<file path="config.mk">
export PLATFORM = sky130hd
export DESIGN_NAME = br_flow_mux_lru_pkt_flat
export DESIGN_NICKNAME = d
export VERILOG_FILES = /design/src/rtl/br_flow_mux_lru_pkt_if.sv /design/src/rtl/br_flow_mux_lru_pkt.sv /design/src/flat_wrapper.sv
export SDC_FILE = /design/constraint.sdc
export NUM_CORES = 1
export LEC_CHECK = 0
export BUFFER_PORTS_ARGS = -buffer_cell sky130_fd_sc_hd__buf_2
export CAP_MARGIN = 20
export CORE_MARGIN = 2
export CORE_UTILIZATION = 39
export DETAILED_ROUTE_END_ITERATION = 6
export PLACE_DENSITY = 0.87
export SKIP_LAST_GASP = 1
export SYNTH_ARGS = -nofsm -noshare
export SYNTH_HDL_FRONTEND = slang
export SYNTH_SLANG_ARGS = --single-unit
</file>
<file path="constraint.sdc">
create_clock -name clk -period 2.2 [get_ports clk]
set_input_delay 0.44 -clock clk [delete_from_list [all_inputs] [get_ports clk]]
set_output_delay 0.44 -clock clk [all_outputs]
set_load 0.02 [all_outputs]
</file>
<file path="src/rtl/br_flow_mux_lru_pkt_if.sv">
// Bundle of the handshake and data signals around the packet-aware LRU flow
// mux: N push ports on the upstream side and a single pop port downstream.
//
// Signals:
//   push_valid [N]    upstream valid, one bit per requester
//   push_ready [N]    upstream ready, one bit per requester
//   push_data  [N*W]  requester i occupies bits [i*Width +: Width]
//   push_last  [N]    final beat of the requester's current packet
//   pop_valid         downstream valid
//   pop_ready         downstream ready
//   pop_data  [W]     data of the selected requester
//   pop_last          last flag of the selected requester
//   pop_id    [Id]    index of the selected requester
//
// Modports: master = environment (drives push side and pop_ready),
//           slave  = the mux.
interface br_flow_mux_lru_pkt_if #(
  parameter int NumRequesters = 2,
  parameter int Width         = 8
);
  localparam int IdWidth = ($clog2(NumRequesters) > 1) ? $clog2(NumRequesters) : 1;

  logic [NumRequesters-1:0]       push_valid;
  logic [NumRequesters-1:0]       push_ready;
  logic [NumRequesters*Width-1:0] push_data;
  logic [NumRequesters-1:0]       push_last;
  logic                           pop_valid;
  logic                           pop_ready;
  logic [Width-1:0]               pop_data;
  logic                           pop_last;
  logic [IdWidth-1:0]             pop_id;

  modport master (
    output push_valid, push_data, push_last, pop_ready,
    input  push_ready, pop_valid, pop_data, pop_last, pop_id
  );

  modport slave (
    input  push_valid, push_data, push_last, pop_ready,
    output push_ready, pop_valid, pop_data, pop_last, pop_id
  );
endinterface

</file>
<file path="src/rtl/br_flow_mux_lru_pkt.sv">
// Packet-aware N:1 flow mux with least-recently-used arbitration.
//
// Between packets the highest-priority valid requester wins; priority is an
// LRU order that only changes when a packet completes (the finisher drops to
// lowest priority, everyone else keeps their relative order). A multi-beat
// packet locks the mux onto its requester until the last beat transfers, so
// packets are never interleaved. The datapath is purely combinational: no
// buffering, zero latency from push to pop.
//
// Ports:
//   clk     clock, all state on rising edge
//   rst     asynchronous, active-high reset
//   bus     slave side of br_flow_mux_lru_pkt_if (push/pop handshakes)
//   locked  registered, high while a packet is in progress
module br_flow_mux_lru_pkt #(
  parameter int NumRequesters = 2,
  parameter int Width         = 8,
  localparam int IdWidth      = ($clog2(NumRequesters) > 1) ? $clog2(NumRequesters) : 1
) (
  input  logic                      clk,
  input  logic                      rst,
  br_flow_mux_lru_pkt_if.slave      bus,
  output logic                      locked
);

  if (NumRequesters < 2) begin : g_bad_num_requesters
    $error("br_flow_mux_lru_pkt: NumRequesters must be at least 2");
  end
  if (Width < 1) begin : g_bad_width
    $error("br_flow_mux_lru_pkt: Width must be at least 1");
  end

  typedef enum logic {
    IDLE   = 1'b0,
    LOCKED = 1'b1
  } state_t;

  state_t             state_q;
  logic [IdWidth-1:0] lock_id_q;
  logic               locked_q;

  // lru_q[0] holds the id of the highest-priority requester,
  // lru_q[NumRequesters-1] the lowest.
  logic [IdWidth-1:0] lru_q [NumRequesters];
  logic [IdWidth-1:0] lru_d [NumRequesters];

  logic               idle_found;
  logic [IdWidth-1:0] idle_id;
  logic [IdWidth-1:0] sel_id;
  logic               sel_valid;
  logic [Width-1:0]   sel_data;
  logic               sel_last;
  logic [NumRequesters-1:0] ready_c;
  logic               xfer;
  logic               done;

  // Walk the LRU order from the top; the first valid requester wins.
  always_comb begin
    idle_found = 1'b0;
    idle_id    = '0;
    for (int k = 0; k < NumRequesters; k++) begin
      if (!idle_found && bus.push_valid[lru_q[k]]) begin
        idle_found = 1'b1;
        idle_id    = lru_q[k];
      end
    end
  end

  // Once locked, only the packet owner may be selected, valid or not.
  // Gating with rst keeps the pop side silent while reset is held.
  assign sel_id    = (state_q == LOCKED) ? lock_id_q : idle_id;
  assign sel_valid = !rst && ((state_q == LOCKED) ? bus.push_valid[lock_id_q] : idle_found);

  always_comb begin
    sel_data = '0;
    sel_last = 1'b0;
    ready_c  = '0;
    for (int i = 0; i < NumRequesters; i++) begin
      if (sel_valid && (sel_id == IdWidth'(i))) begin
        sel_data   = bus.push_data[i*Width +: Width];
        sel_last   = bus.push_last[i];
        ready_c[i] = bus.pop_ready;
      end
    end
  end

  assign xfer = sel_valid && bus.pop_ready;
  assign done = xfer && sel_last;

  assign bus.pop_valid  = sel_valid;
  assign bus.pop_data   = sel_data;
  assign bus.pop_last   = sel_last;
  assign bus.push_ready = ready_c;
  // With nothing selected, report lock_id while locked and 0 when idle.
  assign bus.pop_id     = (state_q == LOCKED) ? lock_id_q : (sel_valid ? idle_id : '0);
  assign locked         = locked_q;

  // On packet completion the finisher is pulled out of the order, everything
  // below it shifts up one slot, and it is appended at the bottom.
  always_comb begin
    logic seen;
    seen  = 1'b0;
    lru_d = lru_q;
    if (done) begin
      for (int k = 0; k < NumRequesters - 1; k++) begin
        if (lru_q[k] == sel_id) seen = 1'b1;
        if (seen) lru_d[k] = lru_q[k+1];
      end
      lru_d[NumRequesters-1] = sel_id;
    end
  end

  always_ff @(posedge clk or posedge rst) begin
    if (rst) begin
      state_q   <= IDLE;
      lock_id_q <= '0;
      locked_q  <= 1'b0;
      for (int k = 0; k < NumRequesters; k++) begin
        lru_q[k] <= IdWidth'(k);
      end
    end else begin
      lru_q <= lru_d;
      case (state_q)
        IDLE: begin
          // A non-final beat opens a packet; single-beat packets stay idle.
          if (xfer && !sel_last) begin
            state_q   <= LOCKED;
            lock_id_q <= sel_id;
            locked_q  <= 1'b1;
          end
        end
        LOCKED: begin
          if (done) begin
            state_q  <= IDLE;
            locked_q <= 1'b0;
          end
        end
        default: begin
          state_q  <= IDLE;
          locked_q <= 1'b0;
        end
      endcase
    end
  end

  // Upstream must hold data/last while waiting for ready.
  for (genvar gi = 0; gi < NumRequesters; gi++) begin : g_hold_chk
    assert property (@(posedge clk) disable iff (rst)
      (bus.push_valid[gi] && $past(bus.push_valid[gi] && !bus.push_ready[gi]))
        |-> ($stable(bus.push_data[gi*Width +: Width]) && $stable(bus.push_last[gi])))
      else $error("push port %0d changed data/last while stalled", gi);
  end

endmodule

</file>
<file path="src/flat_wrapper.sv">
// flat-port wrapper written by rule: the top's interface ports become plain ports
module br_flow_mux_lru_pkt_flat 
#(
  parameter int NumRequesters = 2,
  parameter int Width         = 8,
  localparam int IdWidth      = ($clog2(NumRequesters) > 1) ? $clog2(NumRequesters) : 1
)
  (clk, rst, locked, bus_push_valid, bus_push_data, bus_push_last, bus_pop_ready, bus_push_ready, bus_pop_valid, bus_pop_data, bus_pop_last, bus_pop_id);
  br_flow_mux_lru_pkt_if #(.NumRequesters(NumRequesters), .Width(Width)) bus_i ();
  input  logic clk;
  input  logic rst;
  output logic locked;
  input wire logic [$bits(bus_i.push_valid)-1:0] bus_push_valid;
  input wire logic [$bits(bus_i.push_data)-1:0] bus_push_data;
  input wire logic [$bits(bus_i.push_last)-1:0] bus_push_last;
  input wire logic [$bits(bus_i.pop_ready)-1:0] bus_pop_ready;
  output wire logic [$bits(bus_i.push_ready)-1:0] bus_push_ready;
  output wire logic [$bits(bus_i.pop_valid)-1:0] bus_pop_valid;
  output wire logic [$bits(bus_i.pop_data)-1:0] bus_pop_data;
  output wire logic [$bits(bus_i.pop_last)-1:0] bus_pop_last;
  output wire logic [$bits(bus_i.pop_id)-1:0] bus_pop_id;
  assign bus_i.push_valid = bus_push_valid;
  assign bus_i.push_data = bus_push_data;
  assign bus_i.push_last = bus_push_last;
  assign bus_i.pop_ready = bus_pop_ready;
  assign bus_push_ready = bus_i.push_ready;
  assign bus_pop_valid = bus_i.pop_valid;
  assign bus_pop_data = bus_i.pop_data;
  assign bus_pop_last = bus_i.pop_last;
  assign bus_pop_id = bus_i.pop_id;
  br_flow_mux_lru_pkt #(.NumRequesters(NumRequesters), .Width(Width)) u_core (.clk(clk), .rst(rst), .bus(bus_i), .locked(locked));
endmodule
</file>
==> impl_results.md, run 1 <==
- Status: complete, but fails checks
- Failing checks: setup timing
- Clock sinks: 5
- Sw frac: 43.2%
- Seq pwr share: approximately 14%
- Synth unique cells: 27
- CTS Root Cell: clkbuf_4
- FP Rows: 13
- CTS Hold Bufs: 0
- Reg clk slew, reported paths: 50 ps
- DIE WIDTH: 40.4 microns
- Vias: between 600 and 700
- Share of layout cells above drive strength 1: roughly 65%
- Crit Path Class: register to output pin
- N_diodes: 0
- Clock network fraction of total power: 11.8%
- Final cell count without fillers: approximately 130
- Initial Util: slightly above 40%
- Wirelength per Cell: around 14 microns
- Comb power frac: between 70 and 80%
- Fmax: about 440 MHz
- CP delay by family, top: flip-flops
- Total Wirelength: between 1.5 and 2 mm
- Initial antenna violation count: 0
- Int Power: approximately 520 uW
- Vias in the first global route: roughly 590
- Final Hold Vio Count: 0
- Req. time, crit path: approximately 1800 ps
- Critical Path Fanout Max: 5
- Worst-Margin Slew: around 500 ps
- Grt ovf: 0
- Port-buffer cells: 36
- Post-synth net total: between 80 and 90
- Nets: 137
- Crit. path cell count: 6
- DRC: 0
- First-pass GRT wire length: between 2 and 2.5 mm
- Total CTS buffers: 3
- First-pass DRT Iterations: 4
- Most common cell after layout, fill and taps aside: buf_2
- R2r worst-path depth: 6
- Pleak: roughly 0.46 nW
- Yosys warning total: 0
- IO Pins: 37
- Critical path arrival: around 1800 ps
- Max-cap violation count: 0
- Vias/cell: around 5.4
- Seq cells post-synth: 5
- H-tree Lvls: 1
- Max-Slew Margin vs Limit: 66.8%
- Area contributors post-synth: dfrtp_1 19%, mux2i_1 17%, nor2_1 9.4%
- Syn Area/Cell: 8.63 sq um
- RSZ-0062 raised after global routing: yes
- Area Growth Syn to Fin: 83.1%
- Placed cells: roughly 110
- CTS tree: done
- Final Skew: between 1.5 and 2 ps
- Cell taking the most area after synthesis: dfrtp_1
- GRT Overall Usage: a little under a quarter
- Peak supply drop: between 600 and 700 uV
- Yosys top cell area share: slightly below 20%
- Clock tree buffer depth: 2
- Final min period: between 2000 and 2500 ps
- Register area share after synthesis: ~24%
- Critical path cell sequence: and2b_4 -> a211oi_4 -> buf_4 -> mux2i_4 -> nor2_1 -> buf_2
- Period utilisation layout: 103%
- Synth Instances: 60
- Commonest non-fill, non-tap cells in the layout: 31 x buf_2, 17 x buf_4, 13 x nor2_1
- Die area: around 0.0016 sq mm
- CP bufs+invs: 2
- Final Wtd Congestion: around 0.82
- Pwr per Cell Area: between 900 and 1000 mW/mm^2
- Core ar.: roughly 0.0013 sq mm
- # setup viols final: 8
- Fin. max-slew vios: 0
- DIE HEIGHT: 40.4 microns
- HP Class: primary input to async pin
- Crit. End Element: output pin
- Crit-path slowest cell: dfrtp_2
- Post-DRT Antenna Nets: 0
- Largest net degree at the start of global routing: 9
- Clk_lat worst skew: around 240 ps
- NetSw: about 400 uW
- Syn Std Cell Area: approximately 520 sq um
- DP HPWL: between 1 and 1.5 mm
- Setup WS post-layout: -75.5 ps
- Startpoint Class: register
- Max incr delay on CP: about 430 ps
- Worst hold margin: about 150 ps
- 1st-iter DRT viols: 10
cells in the mapped netlist (all sizes together):
master	instances
o31ai	1
dfrtp	4
o2bb2a	1
a211o	1
buf	3
o41ai	1
nor3	2
a211oi	2
a2111oi	1
and2b	1
dfstp	1
nand3	1
nor2	13
mux2i	9
mux2	1
nor4	1
a21oi	6
nand2	1
inv	5
a31oi	1
nand2b	2
o21ai	2
stage by stage:
stage	utilization (%)	power (mW)	TNS, ps	cell area [sq um]	setup slack [ps]
after global routing	74.8	0.976	-821	948	-121
final	74.8	0.924	-176	948	-75.5
after detailed placement	56.4	0.581	0	716	77.3
after global placement	56.4	0.568	0	716	98.6
after CTS	67.3	0.795	-183	853	-36.3
after floorplan	-	0.475	0	518	123
power groups by stage:
stage | combinational (mW) | clock [mW] | sequential (mW)
floorplan | 0.347 | 0 | 0.128
global placement | 0.436 | 0 | 0.131
detailed placement | 0.448 | 0 | 0.132
CTS | 0.551 | 0.110 | 0.134
global route | 0.728 | 0.115 | 0.133
finish | 0.682 | 0.109 | 0.132
cells by family after synthesis:
group | Yosys count | synth area share (%)
muxes | 10 | 19.6
and+or+nand+nor | 21 | 20.0
AOI/OAI and AO/OA | 16 | 27.8
buffers and inverters | 8 | 8.21
DFF | 5 | 24.4
metal layers:
layer / share of wire [%] / vias up / track usage [%]
met4: 1.2 / 0 / 7.50
met5: 0 / - / 0
met3: 9.6 / 4 / 5.00
met1: 39 / 308 / 28.5
li1: - / 327 / -
met2: 50 / 47 / 39.3
worst register-to-register path, stage by stage, from the launching register on:
cell	delay, ps
dfstp_2	570
buf_4	140
nor4_4	50
buf_4	150
a2111oi_4	510
a31oi_1	180
o2bb2a_4	230
path summary, 6_finish.rpt:
check / start / end / slack (ps)
worst max-delay path: register / bus_pop_last / -80
worst min register to register: u_core.locked / u_core.locked / 550
worst max register to register: u_core.lru_q[0] / u_core.lru_q[1] / 260
max in group asynchronous: rst / u_core.lru_q[0] / 1800
min in group clk: bus_push_last[0] / u_core.lru_q[0] / 430
worst min-delay path: rst / u_core.lock_id_q / 150
timing repair:
item,in CTS,in global routing
cloned,2,0
pin swaps,3,4
endpoints found under the setup margin,13,13
setup buffers,4,7
resized for setup,15,10
layout make-up:
cell class	count	area, sq um
inverter	5	18.8
timing repair buffer	51	317
fill	90	320
tap	15	18.8
clock buffer	4	26.3
multi-input combinational	48	440
sequential	5	128
Power figures use the tool's default switching activity.
==> inputs of run 2 (changes only) <==
--- a/config.mk
+++ b/config.mk
@@ -11,6 +11,7 @@
 export CORE_UTILIZATION = 39
 export DETAILED_ROUTE_END_ITERATION = 6
 export PLACE_DENSITY = 0.87
+export RECOVER_POWER = 100
 export SKIP_LAST_GASP = 1
 export SYNTH_ARGS = -nofsm -noshare
 export SYNTH_HDL_FRONTEND = slang
==> run 2 against run 1 <==
Net effect: highest routed layer unchanged; clock-buffer cell count stayed put; non-clock buffer count stayed put; power is 0.48% lower; cell count stayed put; sequential cell count stayed put; global-route usage stayed put; register-to-register slack hardly changed; combinational power is 0.7% lower; die area stayed put; clock power hardly changed; core utilization is 0.49 points lower; maximum frequency is 0.24% lower; the flow still finishes with violations (setup timing).
==> impl_results.md, run 2 (synthesis gave the netlist of run 1 again) <==
- R2R Path Start: u_core.lru_q[0]
- Peak supply drop: 644 uV (+0.56%)
- N_diodes: 0 (unchanged)
- Vias/cell: 5.30 (-1.2%)
- Fin. max-slew vios: 0 (unchanged)
- DRC: 0 (unchanged)
- Fmax: 438 MHz (-0.24%)
- DIE WIDTH: 40.4 microns (unchanged)
- Pwr per Cell Area: 976 mW/mm^2 (+0.19%)
- Startpoint Class: register
- Worst-Margin Slew: 498 ps (+0.0786 ps)
- Placed cells: 111 (unchanged)
- Pre-CTS WS: 77.3 ps (unchanged)
- Post-DRT Antenna Nets: 0 (unchanged)
- Final Skew: 2.25 ps (+0.323 ps)
- CTS tree: done
- Failing checks: setup timing
- Req. time, crit path: 1760 ps (about the same)
- Critical Path Fanout Max: 5 (unchanged)
- Final Wtd Congestion: 0.821 (unchanged)
- Critical path arrival: 1840 ps (about the same)
- Crit-path slowest cell: dfrtp_2
- Max incr delay on CP: 430 ps (about the same)
- Layout fillers: 89 (-1.1%)
- Clock sinks: 5 (unchanged)
- 1st-iter DRT viols: 7 (-3)
- Nets: 137 (unchanged)
- Max-Slew Margin vs Limit: 66.8% (about the same)
- Final min period: 2280 ps (+5.46 ps)
- GRT Overall Usage: 23.1% (unchanged)
- Pleak: 0.446 nW (-2.4%)
- Period utilisation layout: 104% (+0.25 points)
- Crit. End Element: output pin
- DIE HEIGHT: 40.4 microns (unchanged)
- Vias in the first global route: 588 (unchanged)
- Total Wirelength: 1.77 mm (+0.74%)
- # setup viols final: 8 (unchanged)
- Most common cell after layout, fill and taps aside: buf_2
- RSZ-0062 raised after global routing: yes
- Port-buffer cells: 36 (unchanged)
- HP Class: primary input to async pin
- Total CTS buffers: 3 (unchanged)
- Pwr Total: 919 uW (-0.48%)
- Reg clk slew, reported paths: 50 ps (about the same)
- Critical path cell sequence: and2b_4 -> a211oi_4 -> buf_4 -> mux2i_4 -> nor2_1 -> buf_2
- CP delay by family, top: flip-flops
- Max-cap violation count: 0 (unchanged)
- Die area: 0.00164 sq mm (unchanged)
- CTS Root Cell: clkbuf_4
- Initial antenna violation count: 0 (unchanged)
- CTS Hold Bufs: 0 (unchanged)
- IO Pins: 37 (unchanged)
- Wirelength per Cell: 13.8 microns (+0.74%)
- Status: complete, but fails checks
- H-tree Lvls: 1 (unchanged)
- Core ar.: 0.00127 sq mm (unchanged)
- Share of layout cells above drive strength 1: 62.8% (-2.7 points)
- Grt ovf: 0 (unchanged)
- FP Rows: 13 (unchanged)
- Vias: 678 (-1.2%)
- Final cell count without fillers: 128 (unchanged)
- Area Growth Syn to Fin: 81.9%
- Crit Path Class: register to output pin
- Clock tree buffer depth: 2 (unchanged)
- Final Hold Vio Count: 0 (unchanged)
- First-pass GRT wire length: 2.46 mm (unchanged)
- Clk_lat worst skew: 240 ps (about the same)
- Final setup TNS: -205 ps (-28.5 ps)
- First-pass DRT Iterations: 4 (unchanged)
- Largest net degree at the start of global routing: 9 (unchanged)
- CP bufs+invs: 2 (unchanged)
- Initial Util: 40.8% (unchanged)
- DP HPWL: 1.07 mm (unchanged)
- Commonest non-fill, non-tap cells in the layout: 29 x buf_2, 16 x buf_4, 13 x nor2_1
- Setup WS post-layout: -81.0 ps (-5.46 ps)
==> run 2: worst paths after layout <==
kind / slack, ps / cells past startpoint / to
setup reg to reg: 260 / 6 / u_core.lru_q[1]
max in group asynchronous: 1740 / 2 / u_core.lru_q[0]
hold reg to reg: 560 / 2 / u_core.locked
min in group clk: 430 / 2 / u_core.lru_q[0]
hold / removal: 210 / 2 / u_core.lock_id_q
setup / recovery: -80 / 6 / bus_pop_last
==> run 2: layout make-up <==
cell class,count,area [sq um],share of cell area (%)
Sequential cell,5,128,13.5
Tap cell,15,18.8,1.99
Timing Repair Buffer,51,310,32.9
Multi-Input combinational cell,48,440,46.7
Inverter,5,18.8,1.99
Clock buffer,4,26.3,2.79
==> run 2: worst register-to-register path, cell delays in order, from the launching register on <==
cell and delay (ps):
dfstp_2 570, buf_4 140, nor4_4 50, clkbuf_1 130, a2111oi_4 520, a31oi_1 180, o2bb2a_4 230
==> run 2: metal layers <==
| layer | track usage [%] | wire [microns] |
|---|---|---|
| met2 | 39.3 | 881 |
| met4 | 7.50 | 13 |
| met5 | 0 | 0 |
| met3 | 5.00 | 158 |
| met1 | 28.5 | 715 |
==> run 2: power breakdown <==
part | switching, mW | internal, mW | leakage (nW)
clock | 0.0403 | 0.0687 | 0.0150
combinational | 0.340 | 0.337 | 0.369
sequential | 0.0210 | 0.112 | 0.0627
==> run 2: metrics by stage <==
step | hold WS, ps | util [%] | instance area, sq um
2_1_floorplan | 218 | - | 518
3_3_place_gp | 388 | 56.4 | 716
3_5_place_dp | 398 | 56.4 | 716
4_1_cts | 158 | 67.3 | 853
5_1_grt | 222 | 74.3 | 942
6_report | 207 | 74.3 | 942
==> run 2: timing repair <==
action                     in CTS  in global routing
setup endpoints to repair      13                 13
hold endpoints to repair        0                  0
cloned                          2                  0
pin swaps                       3                  4
buffers inserted                4                  7
resized for setup              15                 10
==> inputs of run 3 (changes only) <==
--- a/config.mk
+++ b/config.mk
@@ -11,8 +11,9 @@
 export CORE_UTILIZATION = 39
 export DETAILED_ROUTE_END_ITERATION = 6
 export PLACE_DENSITY = 0.87
-export RECOVER_POWER = 100
+export RECOVER_POWER = 25
 export SKIP_LAST_GASP = 1
+export SLEW_MARGIN = 40
 export SYNTH_ARGS = -nofsm -noshare
 export SYNTH_HDL_FRONTEND = slang
 export SYNTH_SLANG_ARGS = --single-unit
==> run 3 against run 2 <==
Net effect: clock skew stayed put; the run still ends with setup timing left; register-to-register slack hardly changed; cell count stayed put; worst hold slack stayed put; worst setup slack stayed put; critical path depth stayed put.
==> impl_results.md, run 3 (synthesis gave the netlist of run 1 again) <==
- Wirelength per Cell: 13.8 microns (-0.11%)
- Vias: 678 (unchanged)
- RSZ-0062 raised after global routing: yes
- Vias in the first global route: 588 (unchanged)
- DRC: 0 (unchanged)
- # setup viols final: 9 (+1)
- First-pass DRT Iterations: 4 (unchanged)
- Most common cell after layout, fill and taps aside: buf_2
- Max-cap violation count: 0 (unchanged)
- Failing checks: setup timing
- Final setup TNS: -219 ps (-14.4 ps)
- 1st-iter DRT viols: 7 (unchanged)
- Commonest non-fill, non-tap cells in the layout: 30 x buf_2, 17 x buf_4, 13 x nor2_1
- FP Rows: 13 (unchanged)
- Max-Slew Margin vs Limit: 66.8% (unchanged)
- Status: complete, but fails checks
- Worst-Margin Slew: 498 ps (+0.000238 ps)
- CTS tree: done
- Die area: 0.00164 sq mm (unchanged)
- Area Growth Syn to Fin: 82.9%
- N_diodes: 0 (unchanged)
- Clk_lat worst skew: 240 ps (about the same)
- Total Wirelength: 1.77 mm (-0.11%)
- Req. time, crit path: 1760 ps (about the same)
- Pre-CTS WS: 77.3 ps (unchanged)
- CTS Hold Bufs: 0 (unchanged)
- GRT Overall Usage: 23.1% (unchanged)
- Final min period: 2280 ps (unchanged)
- R2R Path Start: u_core.lru_q[0]
- Reg clk slew, reported paths: 50 ps (about the same)
- Grt ovf: 0 (unchanged)
- Critical Path Fanout Max: 5 (unchanged)
- DIE HEIGHT: 40.4 microns (unchanged)
- Crit. End Element: output pin
- Final Hold Vio Count: 0 (unchanged)
- Initial antenna violation count: 0 (unchanged)
- Pwr per Cell Area: 977 mW/mm^2 (about the same)
- Total CTS buffers: 3 (unchanged)
- Post-DRT Antenna Nets: 0 (unchanged)
- HP Class: primary input to async pin
- Critical path arrival: 1840 ps (about the same)
- Setup WS post-layout: -81.0 ps (unchanged)
- Clock sinks: 5 (unchanged)
- Final Skew: 2.25 ps (unchanged)
- Pwr Total: 925 uW (+0.62%)
- Initial Util: 40.8% (unchanged)
- DP HPWL: 1.07 mm (unchanged)
- Largest net degree at the start of global routing: 9 (unchanged)
- Port-buffer cells: 36 (unchanged)
- Fmax: 438 MHz (unchanged)
- IO Pins: 37 (unchanged)
- Share of layout cells above drive strength 1: 64.6% (+1.8 points)
- Peak supply drop: 645 uV (+0.14%)
- Period utilisation layout: 104% (unchanged)
- Final Wtd Congestion: 0.821 (unchanged)
- Vias/cell: 5.30 (unchanged)
- H-tree Lvls: 1 (unchanged)
- DIE WIDTH: 40.4 microns (unchanged)
- Fin. max-slew vios: 0 (unchanged)
- Crit Path Class: register to output pin
- Nets: 137 (unchanged)
- CTS Root Cell: clkbuf_4
- Pleak: 0.454 nW (+1.8%)
- Clock tree buffer depth: 2 (unchanged)
- Core ar.: 0.00127 sq mm (unchanged)
- Startpoint Class: register
- First-pass GRT wire length: 2.46 mm (unchanged)
[run 3: cell count changes in the layout (fill, tap and decap cells not counted), sizes merged]
cell	delta
clkbuf	-2
buf	+2
[run 3: per-stage QoR]
stage                     hold slack (ps)  instance area (sq um)  util (%)  cells
after CTS                             158                    853      67.3    121
after floorplan                       218                    518         -     60
after global routing                  222                    947      74.7    128
after global placement                388                    716      56.4    111
final                                 207                    947      74.7    128
after detailed placement              398                    716      56.4    111
[run 3: repair_timing]
item,in CTS,in global routing
setup endpoints to repair,13,13
buffers inserted,4,7
gates cloned,2,0
pin swaps,3,4
resized for setup,15,10
[run 3: worst paths after layout]
check / to / slack [ps] / depth (start not counted)
max reg2reg: u_core.lru_q[1] / 250 / 6
max in group asynchronous: u_core.lru_q[0] / 1740 / 2
min in group clk: u_core.lru_q[0] / 430 / 2
max: bus_pop_last / -80 / 6
min reg2reg: u_core.locked / 550 / 2
min: u_core.lock_id_q / 210 / 2
[run 3: per-layer routing]
layer	track usage (%)	part of all wire (%)
met4	7.50	0.74
met5	0	0
met3	5.00	8.9
met2	39.3	50
met1	28.5	40
[run 3: worst max-delay path, cell delays in order, from the launching register on]
cell	delay, ps
dfrtp_2	430
and2b_4	200
a211oi_4	290
buf_4	190
mux2i_4	250
nor2_1	60
buf_2	160
[run 3: final cells by class]
type / count / area [sq um]
well taps: 15 / 18.8
repair buffers: 51 / 315
inverters: 5 / 18.8
multi-input cells: 48 / 440
fillers: 91 / 322
clock buffers: 4 / 26.3
flip-flops and latches: 5 / 128
[run 3: power breakdown]
group	leakage [nW]	switching (mW)	internal [mW]
logic	0.377	0.340	0.343
registers	0.0627	0.0207	0.112
clock network	0.0150	0.0403	0.0687
